===== src/rtl/vga_reg_display_if.sv =====
// Video-side bundle of vga_reg_display: value capture inputs plus the registered
// VGA outputs and the pixel/frame strobes.
interface vga_reg_display_if #(
  parameter int N = 8
);
  logic [N-1:0] value;
  logic         value_valid;
  logic         pix_en;
  logic         hsync;
  logic         vsync;
  logic [7:0]   red;
  logic [7:0]   green;
  logic [7:0]   blue;
  logic         active;
  logic         frame_start;

  modport master (
    output value, value_valid,
    input  pix_en, hsync, vsync, red, green, blue, active, frame_start
  );

  modport slave (
    input  value, value_valid,
    output pix_en, hsync, vsync, red, green, blue, active, frame_start
  );
endinterface


===== src/rtl/vga_reg_display.sv =====
// Parametrised VGA timing generator rendering an N-bit register as N vertical bars,
// with the displayed value reloaded once per frame so the picture never tears.
module vga_reg_display #(
  parameter int   N        = 8,
  parameter int   CLK_DIV  = 2,
  parameter int   H_ACTIVE = 640,
  parameter int   H_FP     = 16,
  parameter int   H_SYNC   = 96,
  parameter int   H_BP     = 48,
  parameter int   V_ACTIVE = 480,
  parameter int   V_FP     = 10,
  parameter int   V_SYNC   = 2,
  parameter int   V_BP     = 33,
  parameter logic SYNC_POL = 1'b0
) (
  input logic              fastclk,
  input logic              reset,
  vga_reg_display_if.slave bus
);
  localparam int H_TOTAL = H_ACTIVE + H_FP + H_SYNC + H_BP;
  localparam int V_TOTAL = V_ACTIVE + V_FP + V_SYNC + V_BP;
  localparam int HW      = $clog2(H_TOTAL + 1);
  localparam int VW      = $clog2(V_TOTAL + 1);
  localparam int DW      = (CLK_DIV > 1) ? $clog2(CLK_DIV) : 1;
  localparam int IW      = (N > 1) ? $clog2(N) : 1;

  localparam logic [DW-1:0] DIV_LAST = DW'(CLK_DIV - 1);
  localparam logic [HW-1:0] H_LAST   = HW'(H_TOTAL - 1);
  localparam logic [HW-1:0] H_ACT    = HW'(H_ACTIVE);
  localparam logic [HW-1:0] H_SS     = HW'(H_ACTIVE + H_FP);
  localparam logic [HW-1:0] H_SE     = HW'(H_ACTIVE + H_FP + H_SYNC);
  localparam logic [HW-1:0] H_BAR    = HW'(H_ACTIVE / N);
  localparam logic [VW-1:0] V_LAST   = VW'(V_TOTAL - 1);
  localparam logic [VW-1:0] V_ACT    = VW'(V_ACTIVE);
  localparam logic [VW-1:0] V_SS     = VW'(V_ACTIVE + V_FP);
  localparam logic [VW-1:0] V_SE     = VW'(V_ACTIVE + V_FP + V_SYNC);

  logic [DW-1:0] div;
  logic [HW-1:0] hcnt;
  logic [VW-1:0] vcnt;
  logic [N-1:0]  pending;
  logic [N-1:0]  shown;
  logic [N-1:0]  shown_rev;
  logic [HW-1:0] bar;
  logic          pix_en;
  logic          line_end;
  logic          frame_end;
  logic          vis;
  logic          hs_win;
  logic          vs_win;
  logic          bit_on;
  logic [7:0]    level;
  logic          hsync_r;
  logic          vsync_r;
  logic          active_r;
  logic [7:0]    rgb_r;

  always_comb begin
    pix_en    = (div == DIV_LAST);
    line_end  = (hcnt == H_LAST);
    frame_end = pix_en && line_end && (vcnt == V_LAST);
    vis       = (hcnt < H_ACT) && (vcnt < V_ACT);
    hs_win    = (hcnt >= H_SS) && (hcnt < H_SE);
    vs_win    = (vcnt >= V_SS) && (vcnt < V_SE);
    // Bar 0 is leftmost and carries the MSB, so index a bit-reversed copy.
    shown_rev = '0;
    for (int unsigned i = 0; i < N; i++) begin
      shown_rev[i] = shown[N-1-i];
    end
    bar    = hcnt / H_BAR;
    bit_on = shown_rev[bar[IW-1:0]];
    if (!vis) begin
      level = 8'h00;
    end else if (bit_on) begin
      level = 8'hFF;
    end else begin
      level = 8'h20;
    end
  end

  always_ff @(posedge fastclk or posedge reset) begin
    if (reset) begin
      div      <= '0;
      hcnt     <= '0;
      vcnt     <= '0;
      pending  <= '0;
      shown    <= '0;
      hsync_r  <= ~SYNC_POL;
      vsync_r  <= ~SYNC_POL;
      active_r <= 1'b0;
      rgb_r    <= '0;
    end else begin
      div <= pix_en ? '0 : div + 1'b1;
      if (bus.value_valid) begin
        pending <= bus.value;
      end
      if (pix_en) begin
        hsync_r  <= hs_win ? SYNC_POL : ~SYNC_POL;
        vsync_r  <= vs_win ? SYNC_POL : ~SYNC_POL;
        active_r <= vis;
        rgb_r    <= level;
        hcnt     <= line_end ? '0 : hcnt + 1'b1;
        if (line_end) begin
          vcnt <= (vcnt == V_LAST) ? '0 : vcnt + 1'b1;
        end
        // Reload on the last pixel strobe so pixel (0,0) already sees the new value.
        if (frame_end) begin
          shown <= pending;
        end
      end
    end
  end

  assign bus.pix_en      = pix_en;
  assign bus.hsync       = hsync_r;
  assign bus.vsync       = vsync_r;
  assign bus.red         = rgb_r;
  assign bus.green       = rgb_r;
  assign bus.blue        = rgb_r;
  assign bus.active      = active_r;
  assign bus.frame_start = frame_end;
endmodule


===== src/flat_wrapper.sv =====
// flat-port wrapper written by rule: the top's interface ports become plain ports
module vga_reg_display_flat 
#(
  parameter int   N        = 8,
  parameter int   CLK_DIV  = 2,
  parameter int   H_ACTIVE = 640,
  parameter int   H_FP     = 16,
  parameter int   H_SYNC   = 96,
  parameter int   H_BP     = 48,
  parameter int   V_ACTIVE = 480,
  parameter int   V_FP     = 10,
  parameter int   V_SYNC   = 2,
  parameter int   V_BP     = 33,
  parameter logic SYNC_POL = 1'b0
)
  (fastclk, reset, bus_value, bus_value_valid, bus_pix_en, bus_hsync, bus_vsync, bus_red, bus_green, bus_blue, bus_active, bus_frame_start);
  vga_reg_display_if #(.N(N)) bus_i ();
  input logic fastclk;
  input logic reset;
  input wire logic [$bits(bus_i.value)-1:0] bus_value;
  input wire logic [$bits(bus_i.value_valid)-1:0] bus_value_valid;
  output wire logic [$bits(bus_i.pix_en)-1:0] bus_pix_en;
  output wire logic [$bits(bus_i.hsync)-1:0] bus_hsync;
  output wire logic [$bits(bus_i.vsync)-1:0] bus_vsync;
  output wire logic [$bits(bus_i.red)-1:0] bus_red;
  output wire logic [$bits(bus_i.green)-1:0] bus_green;
  output wire logic [$bits(bus_i.blue)-1:0] bus_blue;
  output wire logic [$bits(bus_i.active)-1:0] bus_active;
  output wire logic [$bits(bus_i.frame_start)-1:0] bus_frame_start;
  assign bus_i.value = bus_value;
  assign bus_i.value_valid = bus_value_valid;
  assign bus_pix_en = bus_i.pix_en;
  assign bus_hsync = bus_i.hsync;
  assign bus_vsync = bus_i.vsync;
  assign bus_red = bus_i.red;
  assign bus_green = bus_i.green;
  assign bus_blue = bus_i.blue;
  assign bus_active = bus_i.active;
  assign bus_frame_start = bus_i.frame_start;
  vga_reg_display #(.N(N), .CLK_DIV(CLK_DIV), .H_ACTIVE(H_ACTIVE), .H_FP(H_FP), .H_SYNC(H_SYNC), .H_BP(H_BP), .V_ACTIVE(V_ACTIVE), .V_FP(V_FP), .V_SYNC(V_SYNC), .V_BP(V_BP), .SYNC_POL(SYNC_POL)) u_core (.fastclk(fastclk), .reset(reset), .bus(bus_i));
endmodule

===== config.mk =====
export PLATFORM = sky130hd
export DESIGN_NAME = vga_reg_display_flat
export DESIGN_NICKNAME = d
export VERILOG_FILES = /design/src/rtl/vga_reg_display_if.sv /design/src/rtl/vga_reg_display.sv /design/src/flat_wrapper.sv
export SDC_FILE = /design/constraint.sdc
export NUM_CORES = 1
export LEC_CHECK = 0
export ABC_AREA = 1
export CAP_MARGIN = 25
export CORE_ASPECT_RATIO = 0.7
export CORE_MARGIN = 2
export CORE_UTILIZATION = 30
export DETAILED_ROUTE_END_ITERATION = 12
export HOLD_SLACK_MARGIN = 0.08
export SYNTH_ARGS = -nofsm -noshare
export SYNTH_HDL_FRONTEND = slang
export SYNTH_SLANG_ARGS = --single-unit

===== constraint.sdc =====
create_clock -name fastclk -period 3.4 [get_ports fastclk]
set_input_delay 0.51 -clock fastclk [delete_from_list [all_inputs] [get_ports fastclk]]
set_output_delay 0.51 -clock fastclk [all_outputs]
set_load 0.02 [all_outputs]

==> out/qor.log <==
[clock_network] clk slew on worst S/H paths 0.06 ns
[logic_synthesis] ranking of synthesized cells by area dfrtp_1 41%, nand2_1 9.5%, buf_4 7.6%
[global_routing] Tot GR Track Use 11.8%
[drt] DRC viols 0
[worst_setup_path] startpoint type of the worst setup path flip-flop
[worst_setup_path] largest stage delay on the critical path 0.63 ns
[timing] final sum of negative setup slack 0 ns
[clock_network] root buffer selected by CTS clkbuf_16
[layout] layout cells sized above 1 10.9%
[logic_synthesis] synthesized netlist cell count 291
[placed_design] count of buffers from port buffering 39
[global_routing] largest net degree at the start of global routing 23
[clock_network] H-Tree Level Count 2
[global_routing] first-pass GRT wire length 8000 um
[power_and_ir_drop] worst-case vdd ir drop 179 uV
[timing] slew at the pin closest to its max-slew limit 0.667 ns
[worst_hold_path] Hold WC Path Type reg2reg
[worst_setup_path] Critical path buffers and inverters 2
[floorplan] die area 0.00862 mm^2
[logic_synthesis] Primary FF master, synth dfrtp_1
[clock_network] Post-CTS Setup Bufs 0
[floorplan] std cell rows 27
[worst_setup_path] WP data arrival 2.28 ns
[floorplan] number of primary I/O pins 40
[clock_network] maximum root-to-sink buffer count 2
[clock_network] CTS tree yes
[logic_synthesis] Synth Net Count 306
[timing] Final Hold Vio Count 0
[placed_design] post-detailed-placement half-perimeter wirelength 3460 um
[worst_setup_path] Register-to-Register Setup Slack 1.36 ns
[layout] number of filler cells placed in the layout 805
[drt] count of antenna-violating nets left after detailed routing 0
[worst_setup_path] worst-path fanout max 14
[drt] routed via count 1824
[worst_setup_path] Setup crit end kind output pin
[global_routing] global route overflow 0
[global_routing] number of antenna violations at the first check in global routing 0
[worst_setup_path] top cell family by delay on the critical path buffers and inverters
[layout] Antenna Cells 0
[logic_synthesis] ranking of synthesized cells by instance count 60 x nand2_1, 39 x dfrtp_1, 36 x inv_1, 26 x o21ai_0, 24 x buf_4
[power_and_ir_drop] Leakage Power 1.22 nW
[logic_synthesis] largest area contributor in the synthesized netlist dfrtp_1
[layout] core utilization of the finished layout 36.4%
[global_routing] vias in the first global route 1694
[clock_network] cells resized by post-CTS repair 0
[logic_synthesis] share of the synthesized area in the top cell type 41.2%
[timing] fin. max-slew vios 0
[timing] setup repair after global routing missed its margin false
[clock_network] TritonCTS Sinks 41
[layout] Total Nets Final 325
[timing] Relative slew margins 55.5%
[drt] total wire length 4580 um
[drt] Detailed Routing Iterations Pass 1 4
[floorplan] Chip Width 110 um
[worst_setup_path] cell type of the slowest stage on the worst timing path clkdlybuf4s50_1
[layout] area of combinational cells with multiple inputs 965 um^2
[outcome] outcome complete, no violations
[logic_synthesis] portion of the post-synthesis area used by sequential elements 43.5%
[timing] Layout Skew 0.00488 ns
[timing] highest clock frequency the design can meet 358 MHz
[clock_network] clock latency on the worst-skew pair 0.28 ns
[timing] Period minus WS final 2.79 ns
[logic_synthesis] count leader, synth nand2_1
[worst_setup_path] type of the worst setup path reg2out
[flow_run] number of maximum-capacitance violations 0
[power_and_ir_drop] power density normalized to cell area 352 mW/mm^2
[clock_network] clock buffers created by TritonCTS 5
[floorplan] CORE AREA 0.00777 mm^2
[logic_synthesis] async set or reset register ratio after synthesis 100%
[timing] final setup vio count 0
[logic_synthesis] number of synthesized flops with an enable pin 0
[worst_setup_path] crit-path cells nand2_1 > nor4_4 > inv_2 > nor2_4 > clkdlybuf4s50_1
[floorplan] Chip Height 78.3 um
[placed_design] total placed instance area 0.00269 mm^2
[clock_network] # hold bufs at CTS 0
[drt] routed wire length per instance 11.1 um
[layout] P&R area growth vs syn 19.7%
[drt] via/cell ratio 4.43
[logic_synthesis] cell area after technology mapping 0.00237 mm^2
[logic_synthesis] total of flip-flops plus latches after synthesis 41
[layout] area of all placed cells without fillers 0.00283 mm^2
[timing] portion of the clock cycle consumed by the worst path in the final layout 82.2%
[layout] area used by sequential logic in the layout 0.00103 mm^2
[logic_synthesis] Warnings, synthesis 0
[placed_design] Routability Congestion 0.880
[drt] Iteration-0 DRC Markers 73
[worst_setup_path] Req. time, crit path 2.89 ns
[logic_synthesis] post-synthesis area per instance 8.13 um^2
[logic_synthesis] number of distinct library cells after synthesis 35
[floorplan] initial standard-cell utilization of the core 30.5%
metrics by stage:
stage,instances,worst slack [ns],hold WS (ns),total power [W]
global placement,404,0.919,0.474,0.000543
global route,412,0.422,0.524,0.00104
CTS,412,0.582,0.495,0.00101
detailed placement,404,0.924,0.480,0.000544
floorplan,291,1.65,0.453,0.000524
finish,412,0.606,0.490,0.000997
metal layers:
metal  vias up  GRT usage, %  part of all wire (%)  routed length, um
li1        951             -                     -                  -
met1       802          16.9                    50               2310
met2        63          17.4                    43               1950
met3         8          2.91                   5.9                269
met4         0          3.50                   1.2                 54
met5         -             0                     0                  0
worst min-delay path: cells and delay by family (launching register included):
| kind | cells | cell delay (ns) |
|---|---|---|
| flip-flops | 1 | 0.34 |
| AO/OA/AOI/OAI | 1 | 0.06 |
| AND/OR/NAND/NOR | 1 | 0.05 |
state kept, by name, summed over array words and instances (netlist names):
register and cells:
u_core.bus.hsync 1, u_core.bus.pix_en 1, u_core.bus.vsync 1, u_core.hcnt 10, u_core.vcnt 10, u_core.bus.blue 2, u_core.shown 8, u_core.pending 8
report_power, final:
part           internal [W]  switching (W)
registers          0.000496     0.00000187
clock network      0.000269       0.000195
logic             0.0000153      0.0000197
final timing paths:
kind                                             start                           end  cells after the start
max in group asynchronous                        reset  u_core.bus.vsync$_DFFE_PP1P_                      3
hold reg to reg            u_core.shown[7]$_DFFE_PP0P_   u_core.shown[7]$_DFFE_PP0P_                      2
min in group asynchronous                        reset    u_core.hcnt[4]$_DFFE_PP0P_                      2
setup / recovery           u_core.bus.pix_en$_DFF_PP0_               bus_frame_start                      5
setup reg to reg            u_core.hcnt[0]$_DFFE_PP0P_    u_core.vcnt[7]$_DFFE_PP0P_                      7
hold / removal             u_core.shown[7]$_DFFE_PP0P_   u_core.shown[7]$_DFFE_PP0P_                      2
cells by family after synthesis:
group	share of synthesized area, %
flip-flops	43.5
multiplexers	0.476
XOR/XNOR	2.22
buffers and inverters	15.8
adder cells (fa/ha/maj)	2.12
AO/OA/AOI/OAI	9.36
AND/OR/NAND/NOR	26.6
placed cells by master, fill, tap and decap left out, types with 2 or more instances in the layout:
cell type,netlist,final
clkbuf_16,0,5
clkdlybuf4s50_1,0,39
nor2_1,16,16
xor2_1,6,6
a211oi_1,2,2
nand2_1,60,60
ha_1,4,4
clkinv_2,0,2
o21ai_1,2,2
inv_1,36,36
nand4_1,5,5
nor4_2,3,3
nand3_1,19,19
dfrtp_1,39,39
nor3_1,9,9
nor4_1,2,2
inv_2,5,5
buf_4,24,2
dfstp_2,2,2
nand2_2,5,5
o21ai_0,26,26
nand2_4,2,2
a21oi_1,7,7
final cells by class:
class / count / share of cell area (%)
Sequential cell: 41 / 36.3
Multi-Input combinational cell: 178 / 34.1
Timing Repair Buffer: 41 / 14.3
Inverter: 43 / 5.79
Tap cell: 101 / 4.46
Clock buffer: 5 / 4.42
Clock inverter: 3 / 0.619
(Power assumes the default switching activity.)
